===== src/rtl/hazard_pkg.sv =====
// Shared types for the pipeline hazard unit: scoreboard entry, FSM states, forward-select constants.
// Register indices are stored zero-extended to HZ_RD_W bits, so RBITS must not exceed HZ_RD_W.
package hazard_pkg;

  localparam int unsigned HZ_RD_W     = 8;
  localparam int unsigned FWD_REGFILE = 0;

  typedef logic [HZ_RD_W-1:0] hz_rd_t;

  typedef struct packed {
    logic   valid;
    hz_rd_t rd;
    logic   we;
    logic   is_load;
  } sb_entry_t;

  typedef enum logic {HZ_RUN, HZ_FLUSH} hz_state_t;

  function automatic logic sb_match(input sb_entry_t e, input hz_rd_t r, input logic is_reg);
    return is_reg && e.valid && e.we && (e.rd == r);
  endfunction

endpackage


===== src/rtl/hazard_scoreboard.sv =====
// Shift pipeline of in-flight destination registers; index 0 is exec, higher indices are older.
// A bubble (all-zero entry) is inserted whenever the decode instruction does not advance.
module hazard_scoreboard
  import hazard_pkg::*;
#(
  parameter int NSTAGE = 3
) (
  input  logic                   clk,
  input  logic                   rst,
  input  logic                   push,
  input  sb_entry_t              entry,
  output sb_entry_t [NSTAGE-1:0] sb
);

  always_ff @(posedge clk) begin
    if (!rst) begin
      sb <= '0;
    end else begin
      sb[0] <= push ? entry : '0;
      for (int i = 1; i < NSTAGE; i++) begin
        sb[i] <= sb[i-1];
      end
    end
  end

endmodule


===== src/rtl/pipeline_hazard_unit.sv =====
// Hazard and forwarding controller: forward selects, load-use stalls and taken-branch flushes.
// Define HAZARD_PERF_CNT_EN to implement the stall/flush counters; otherwise they read as 0.
module pipeline_hazard_unit
  import hazard_pkg::*;
#(
  parameter  int RBITS    = 4,
  parameter  int NSTAGE   = 3,
  parameter  int LOAD_LAT = 1,
  parameter  int BR_FLUSH = 2,
  localparam int SELW     = $clog2(NSTAGE+1)
) (
  input  logic             clk,
  input  logic             rst,
  input  logic             id_valid,
  input  logic [RBITS-1:0] id_rs_a,
  input  logic             id_rs_a_is_reg,
  input  logic [RBITS-1:0] id_rs_b,
  input  logic             id_rs_b_is_reg,
  input  logic [RBITS-1:0] id_rd,
  input  logic             id_we,
  input  logic             id_is_load,
  input  logic             ex_branch_taken,
  output logic             stall,
  output logic             flush,
  output logic [SELW-1:0]  fwd_sel_a,
  output logic [SELW-1:0]  fwd_sel_b,
  output logic [15:0]      stall_count,
  output logic [15:0]      flush_count
);

  sb_entry_t [NSTAGE-1:0] sb;
  sb_entry_t              id_entry;
  hz_state_t              state;
  logic [2:0]             fc;
  logic                   push;
  logic                   hz_a, hz_b;
  logic [SELW-1:0]        sel_a_raw, sel_b_raw;

  assign id_entry = '{valid: 1'b1, rd: hz_rd_t'(id_rd), we: id_we, is_load: id_is_load};
  assign push     = id_valid && !stall && !flush;

  hazard_scoreboard #(.NSTAGE(NSTAGE)) u_scoreboard (
    .clk   (clk),
    .rst   (rst),
    .push  (push),
    .entry (id_entry),
    .sb    (sb)
  );

  // Scan oldest to youngest so the last hit recorded is the youngest producer.
  function automatic void lookup(input hz_rd_t r, input logic is_reg,
                                 output logic [SELW-1:0] sel, output logic hz);
    logic hit;
    logic ld;
    int   idx;
    hit = 1'b0;
    ld  = 1'b0;
    idx = 0;
    for (int i = NSTAGE-1; i >= 0; i--) begin
      if (sb_match(sb[i], r, is_reg)) begin
        hit = 1'b1;
        ld  = sb[i].is_load;
        idx = i;
      end
    end
    hz  = hit && ld && (idx < LOAD_LAT);
    sel = (hit && !hz) ? SELW'(idx + 1) : SELW'(FWD_REGFILE);
  endfunction

  always_comb begin
    sel_a_raw = '0;
    sel_b_raw = '0;
    hz_a      = 1'b0;
    hz_b      = 1'b0;
    lookup(hz_rd_t'(id_rs_a), id_rs_a_is_reg, sel_a_raw, hz_a);
    lookup(hz_rd_t'(id_rs_b), id_rs_b_is_reg, sel_b_raw, hz_b);
    flush     = rst && ((state == HZ_RUN && ex_branch_taken) || state == HZ_FLUSH);
    stall     = rst && id_valid && (hz_a || hz_b) && !flush;
    fwd_sel_a = rst ? sel_a_raw : '0;
    fwd_sel_b = rst ? sel_b_raw : '0;
  end

  // The RUN cycle that sees the branch is the first bubble, so FLUSH lasts BR_FLUSH-1 cycles.
  always_ff @(posedge clk) begin
    if (!rst) begin
      state <= HZ_RUN;
      fc    <= '0;
    end else begin
      case (state)
        HZ_RUN: begin
          if (ex_branch_taken && BR_FLUSH > 1) begin
            state <= HZ_FLUSH;
            fc    <= 3'(BR_FLUSH - 1);
          end
        end
        HZ_FLUSH: begin
          fc <= fc - 3'd1;
          if (fc <= 3'd1) state <= HZ_RUN;
        end
        default: state <= HZ_RUN;
      endcase
    end
  end

`ifdef HAZARD_PERF_CNT_EN
  logic [15:0] stall_cnt_q, flush_cnt_q;

  always_ff @(posedge clk) begin
    if (!rst) begin
      stall_cnt_q <= '0;
      flush_cnt_q <= '0;
    end else begin
      if (stall && stall_cnt_q != 16'hFFFF) stall_cnt_q <= stall_cnt_q + 16'd1;
      if (state == HZ_RUN && ex_branch_taken && flush_cnt_q != 16'hFFFF)
        flush_cnt_q <= flush_cnt_q + 16'd1;
    end
  end

  assign stall_count = stall_cnt_q;
  assign flush_count = flush_cnt_q;
`else
  assign stall_count = '0;
  assign flush_count = '0;
`endif

endmodule

===== config.mk =====
export PLATFORM = sky130hd
export DESIGN_NAME = pipeline_hazard_unit
export DESIGN_NICKNAME = d
export VERILOG_FILES = /design/src/rtl/hazard_pkg.sv /design/src/rtl/hazard_scoreboard.sv /design/src/rtl/pipeline_hazard_unit.sv
export SDC_FILE = /design/constraint.sdc
export NUM_CORES = 1
export LEC_CHECK = 0
export CAP_MARGIN = 20
export CORE_UTILIZATION = 47
export CTS_CLUSTER_DIAMETER = 150
export CTS_CLUSTER_SIZE = 40
export DETAILED_ROUTE_END_ITERATION = 12
export PLACE_DENSITY = 0.85
export SLEW_MARGIN = 20
export SYNTH_ARGS = -nofsm -noshare
export SYNTH_HDL_FRONTEND = slang
export SYNTH_SLANG_ARGS = --single-unit

===== constraint.sdc =====
create_clock -name clk -period 5.1 [get_ports clk]
set_input_delay 1.275 -clock clk [delete_from_list [all_inputs] [get_ports clk]]
set_output_delay 1.275 -clock clk [all_outputs]
set_load 0.1 [all_outputs]

==> flow_summary.toml <==
[setup_path]
critical_path_class = "in -> out"
start_kind = "primary input"
reg2reg_slack_ns = 2.99
worstPathRequired_ns = 3.83
worst-r2r-cell-count = 8
critPathCaptureType = "output port"
crit_end = "fwd_sel_a[1]"
crit_fanout = 3
arrival_ns = 3.60
reg2reg_to = "u_scoreboard.sb[4]"
startpoint = "id_rs_a[1]"
r2r_start = "u_scoreboard.sb[4]"

[final_layout]
syn2layout_area_growth_pct = 17.0
final_common_cell = "conb_1"
diodes = 0
drive_above_1_share_pct = 8.72
layout_common_cells = "conb_1, dfxtp_1, clkdlybuf4s50_1"
nets = 220
stdcell_area_sq_um = 1780
final_cell_count_no_fill = 239

[global_route]
met2_usage_pct = 28.2
grt_max_degree = 19
grt.overflow.total = 0
met1_usage_pct = 19.9
grtUsageMet3_pct = 2.20
track_usage_pct = 16.4
grt_first_pass_wirelength_um = 4230
grt_pass1_vias = 1001
antenna_found_initial = 0
busiest_layer = "met2"

[cts]
clk_latency_ns = 0.32
postCtsHoldBufs = 0
post_cts_buffers = 0
h-tree-depth = 1
tritoncts = "built"
clock_path_buffers = 2
numCtsBuffers = 3
cts_root_buf = "clkbuf_4"
cts_resized = 0
clock-sinks = 25
clk_pin_slew_ns = 0.13

[power_and_ir_drop]
irDropWorstVdd_uv = 155
sequentialPowerShare_pct = 46.2
p_int_w = 0.000258
combPwrFrac_pct = 34.1
cellPowerDensity_nw_per_um2 = 252
switchingPower_w = 0.000190
clkPwrFrac_pct = 19.7
sw_frac_of_total_pct = 42.5
leakagePower_nw = 0.773
power.total_w = 0.000448

[synth]
ys.warnings.count = 0
syn_avg_cell_area_sq_um = 9.04
ys_async_sr_fraction_pct = 0
synth_ff_type = "dfxtp_1"
yosysSeqAreaShare_pct = 32.9
synth.distinct_cells = 30
synth.cell_area_sq_um = 1520
synth_cells = 168
synth-edff-count = 0
synth-seq-cells = 25

[floorplan]
num_rows = 20
die_w_um = 58.9
die_h_um = 58.9
io_pins = 58
core_sq_um = 3050
die_area_sq_um = 3460
initial_utilization_pct = 49.8

[sta]
drv_slew = 0
finalSetupViolCount = 0
setup-tns-final_ns = 0
skew_ns = 0.00557
rsz0062_at_grt = "false"
fin_crit_ns = 4.87
min_period_over_period_pct = 95.6
fmax_ghz = 0.205
final-hold-violation-count = 0

[route]
drt-total-wl_um = 2650
ant_nets = 0
wl_per_cell_um = 11.1
drtPass1Iterations = 4
num_vias = 1099
drc = 0
vias_per_cell = 4.60
first_iter_violations = 29

[placed_design]
dp_hpwl_um = 2230
placed_area_sq_um = 1750
gp_congestion = 0.860
portBuffers = 25
place_inst = 235

[worst_hold_path]
hold_start = "u_scoreboard.sb[12]"
hp-class = "reg -> reg"

[status]
status = "complete, no violations"

[job]
max_cap_violations = 0
==> worst max-delay path: stages <==
cell and delay [ns]:
clkdlybuf4s50_1 0.56, xnor2_1 0.14, nand4_1 0.15, a211oi_1 0.37, nand2_1 0.10, ha_1 0.19
o21a_1 0.14, a21oi_1 0.22, o311a_1 0.25, buf_12 0.18
==> area by class of cell <==
cell class / count / area [sq um]
timing repair buffer: 25 / 298
clock inverter: 1 / 7.51
inverter: 5 / 18.8
sequential: 25 / 500
multi-input combinational: 136 / 875
fill: 281 / 1280
clock buffer: 3 / 22.5
tap: 44 / 55.1
==> cells in the mapped netlist (all sizes together) (2+ instances only) <==
| cell type | number | area share (%) |
|---|---|---|
| a211oi | 2 | 0.99 |
| a21oi | 3 | 0.99 |
| and2 | 19 | 8.0 |
| and3 | 11 | 4.9 |
| buf | 32 | 16 |
| dfxtp | 25 | 33 |
| ha | 4 | 3.3 |
| inv | 5 | 1.2 |
| nand2 | 5 | 1.2 |
| nand3 | 3 | 0.99 |
| nand4 | 4 | 1.6 |
| nor2 | 6 | 1.5 |
| nor2b | 4 | 1.6 |
| nor3 | 4 | 1.3 |
| o21a | 3 | 1.5 |
| o21ai | 3 | 0.99 |
| or4 | 2 | 1.5 |
| xnor2 | 11 | 6.3 |
| xor2 | 13 | 7.5 |
==> metal layers <==
| metal | share of wire [%] | vias up |
|---|---|---|
| met4 | 2.6 | 0 |
| li1 | - | 553 |
| met1 | 43 | 493 |
| met3 | 4.8 | 7 |
| met5 | 0 | - |
| met2 | 50 | 46 |
==> through the flow <==
| stage | hold WS [ns] | worst slack (ns) | utilization, % |
|---|---|---|---|
| final | 0.475 | 0.225 | 58.2 |
| after CTS | 0.476 | 0.230 | 58.2 |
| after global placement | 0.435 | 0.269 | 57.2 |
| after global routing | 0.508 | 0.0481 | 58.2 |
| after detailed placement | 0.445 | 0.249 | 57.2 |
| after floorplan | 0.426 | 0.435 | - |
==> worst min-delay path by stage <==
stage                     slack [ns]                  end  depth (start not counted)
after global placement          0.44  u_scoreboard.sb[32]                          1
after global routing            0.51  u_scoreboard.sb[32]                          1
after floorplan                 0.43  u_scoreboard.sb[32]                          1
after CTS                       0.48  u_scoreboard.sb[23]                          1
final                           0.47  u_scoreboard.sb[23]                          1
after detailed placement        0.45  u_scoreboard.sb[23]                          1
==> logic make-up (layout without fill, tap and decap cells) <==
family,after synthesis,count (layout),synth area share [%]
AOI/OAI and AO/OA,16,16,8.73
xor gates and xnor gates,24,24,13.8
adders and majority gates,4,4,3.30
buffers and inverters,38,34,17.3
DFF,25,25,32.9
other,1,32,0.247
and+or+nand+nor,60,60,23.6
==> state kept, by name, indices dropped and copies added (netlist names) <==
register         count
fc                   3
state                1
u_scoreboard.sb     21
==> power by group through the flow <==
| stage | logic, W | clock network, W | registers, W |
|---|---|---|---|
| floorplan | 0.000148 | 0 | 0.000210 |
| global placement | 0.000151 | 0 | 0.000211 |
| detailed placement | 0.000152 | 0 | 0.000211 |
| CTS | 0.000153 | 0.0000911 | 0.000207 |
| global route | 0.000159 | 0.0000984 | 0.000208 |
| finish | 0.000153 | 0.0000885 | 0.000207 |
(Power assumes the default switching activity.)
==> RTL change (config.mk and constraints unchanged) <==
Set the parameter `RBITS` to 6 (it was 4).
--- a/src/rtl/pipeline_hazard_unit.sv
+++ b/src/rtl/pipeline_hazard_unit.sv
@@ -5,3 +5,3 @@
 #(
-  parameter  int RBITS    = 4,
+  parameter  int RBITS    = 6,
   parameter  int NSTAGE   = 3,
Ports: changed (resized id_rd, id_rs_a and id_rs_b); port bits go from 58 to 64. No check against the original RTL was run, so the function may have changed too.
==> RTL change against the original RTL <==
Final area increased by 34%. Count of clock-buffer cells in the layout increased by 2. Routed wire length increased by 43%. Global-route usage increased by 3.4 points. Area after synthesis increased by 27%. Hold slack got worse by 0.011 ns. Highest routed layer unchanged. Worst setup slack got worse by 0.13 ns. Clock skew decreased by 0.0037 ns. Utilization increased by 4.6 points. Combinational power increased by 13%. Sequential cell count increased by 6. Via count increased by 36%. Power increased by 41%. Synthesized cell count increased by 29%.
==> RTL change: results (changes against the original RTL) <==
Outcome = completed
# nets final = 289 (+31%)
Starting DRT DRC Count = 64 (+120%)
Detailed-route via count = 1493 (+36%)
Max FO, Critical Path = 4 (+1)
Maximum vdd drop = 0.167 mV (+7.9%)
Post-synthesis sequential area ratio = 0.323 (-0.00657)
Ranking of synthesized cells by area = dfxtp_1, buf_4, xnor2_1, xor2_1, and2_1
HP Start = u_scoreboard.sb[11]
Post-synth top cells = buf_4, dfxtp_1, xnor2_1
Share of cells above drive strength 1 = 0.165 (+0.0782)
CP max-delay cell = or4_4
# H-tree levels = 2 (+1)
Crit path DAT = 3.73 ns (+0.13 ns)
Post-synthesis cell type count = 40 (+33%)
First-pass GRT wire length = 6340 um (+50%)
Number of global-route vias before repair = 1418 (+42%)
Mapped Cells = 217 (+29%)
DP Cell Count = 300 (+28%)
Largest net degree at the start of global routing = 18 (-1)
Clk root buf = clkbuf_8
RD Place Congestion = 0.854 (-0.65%)
Worst R2R Start = u_scoreboard.sb[14]
Switching power = 0.000247 W (+30%)
Worst skew pair latency = 0.29 ns (-0.03 ns)
All-Layer GR Usage = 0.198 (+0.0344)
==> RTL change: changes by cell type after synthesis, sizes merged, moves of 3 or more <==
cell,unedited run,this run
nor4,0,5
nor3,4,12
xor2,13,17
nand2b,1,4
nand3,3,6
dfxtp,25,31
xnor2,11,19
nand2,5,19
and3,11,4
buf,32,35
==> RTL change: worst max-delay path by stage <==
| stage | start | end | slack, ns |
|---|---|---|---|
| finish | id_rs_a[5] | fwd_sel_a[0] | 0.1 |
| global placement | id_rs_a[1] | stall | 0.14 |
| floorplan | id_rs_a[2] | fwd_sel_a[1] | -0.42 |
| detailed placement | id_rs_a[0] | stall | 0.09 |
| global route | id_rs_a[1] | fwd_sel_a[0] | 0.003 |
| CTS | id_rs_a[5] | stall | 0.04 |
==> RTL change: cell families after synthesis <==
logic type,after synthesis,synth area share
XOR/XNOR,36,0.164
adder cells (fa/ha/maj),4,0.0260
AO/OA/AOI/OAI,13,0.0586
AND/OR/NAND/NOR,90,0.277
buffers and inverters,42,0.149
other,1,0.00195
flip-flops,31,0.323
==> RTL change: final cells by class <==
type / instances / area, um^2 / share of cell area
Multi-Input combinational cell: 175 / 1160 / 0.486
Sequential cell: 31 / 621 / 0.260
Timing Repair Buffer: 40 / 430 / 0.181
Clock buffer: 5 / 68.8 / 0.0289
Tap cell: 48 / 60.1 / 0.0252
Clock inverter: 3 / 23.8 / 0.00997
Inverter: 6 / 22.5 / 0.00945
==> RTL change: power by group through the flow <==
stage | Clock, W | Combinational (W) | Sequential, W
floorplan | 0 | 0.000157 | 0.000259
global placement | 0 | 0.000171 | 0.000260
detailed placement | 0 | 0.000172 | 0.000261
CTS | 0.000205 | 0.000173 | 0.000255
global route | 0.000217 | 0.000182 | 0.000256
finish | 0.000203 | 0.000173 | 0.000255
==> RTL change: metrics by stage <==
step                      hold slack [ns]  setup slack (ns)  TNS (ns)  instance area, um^2
after floorplan                     0.429            -0.420    -0.420                 2050
after global placement              0.453             0.137         0                 2280
after detailed placement            0.454            0.0863         0                 2280
after CTS                           0.472            0.0443         0                 2370
after global routing                0.498           0.00277         0                 2380
final                               0.464            0.0988         0                 2380
==> RTL change: per-layer routing <==
| layer | global-route usage | share of wire | up-vias |
|---|---|---|---|
| li1 | - | - | 730 |
| met1 | 0.241 | 0.42 | 676 |
| met2 | 0.320 | 0.47 | 76 |
| met3 | 0.0466 | 0.079 | 11 |
| met4 | 0.109 | 0.029 | 0 |
| met5 | 0 | 0 | - |
==> RTL change: critical path, delay by kind of cell <==
kind                     cells  cell delay, ns
AO/OA/AOI/OAI                2            0.31
XOR/XNOR                     1            0.13
adder cells (fa/ha/maj)      1            0.19
buffers and inverters        4            0.96
AND/OR/NAND/NOR              3            0.86
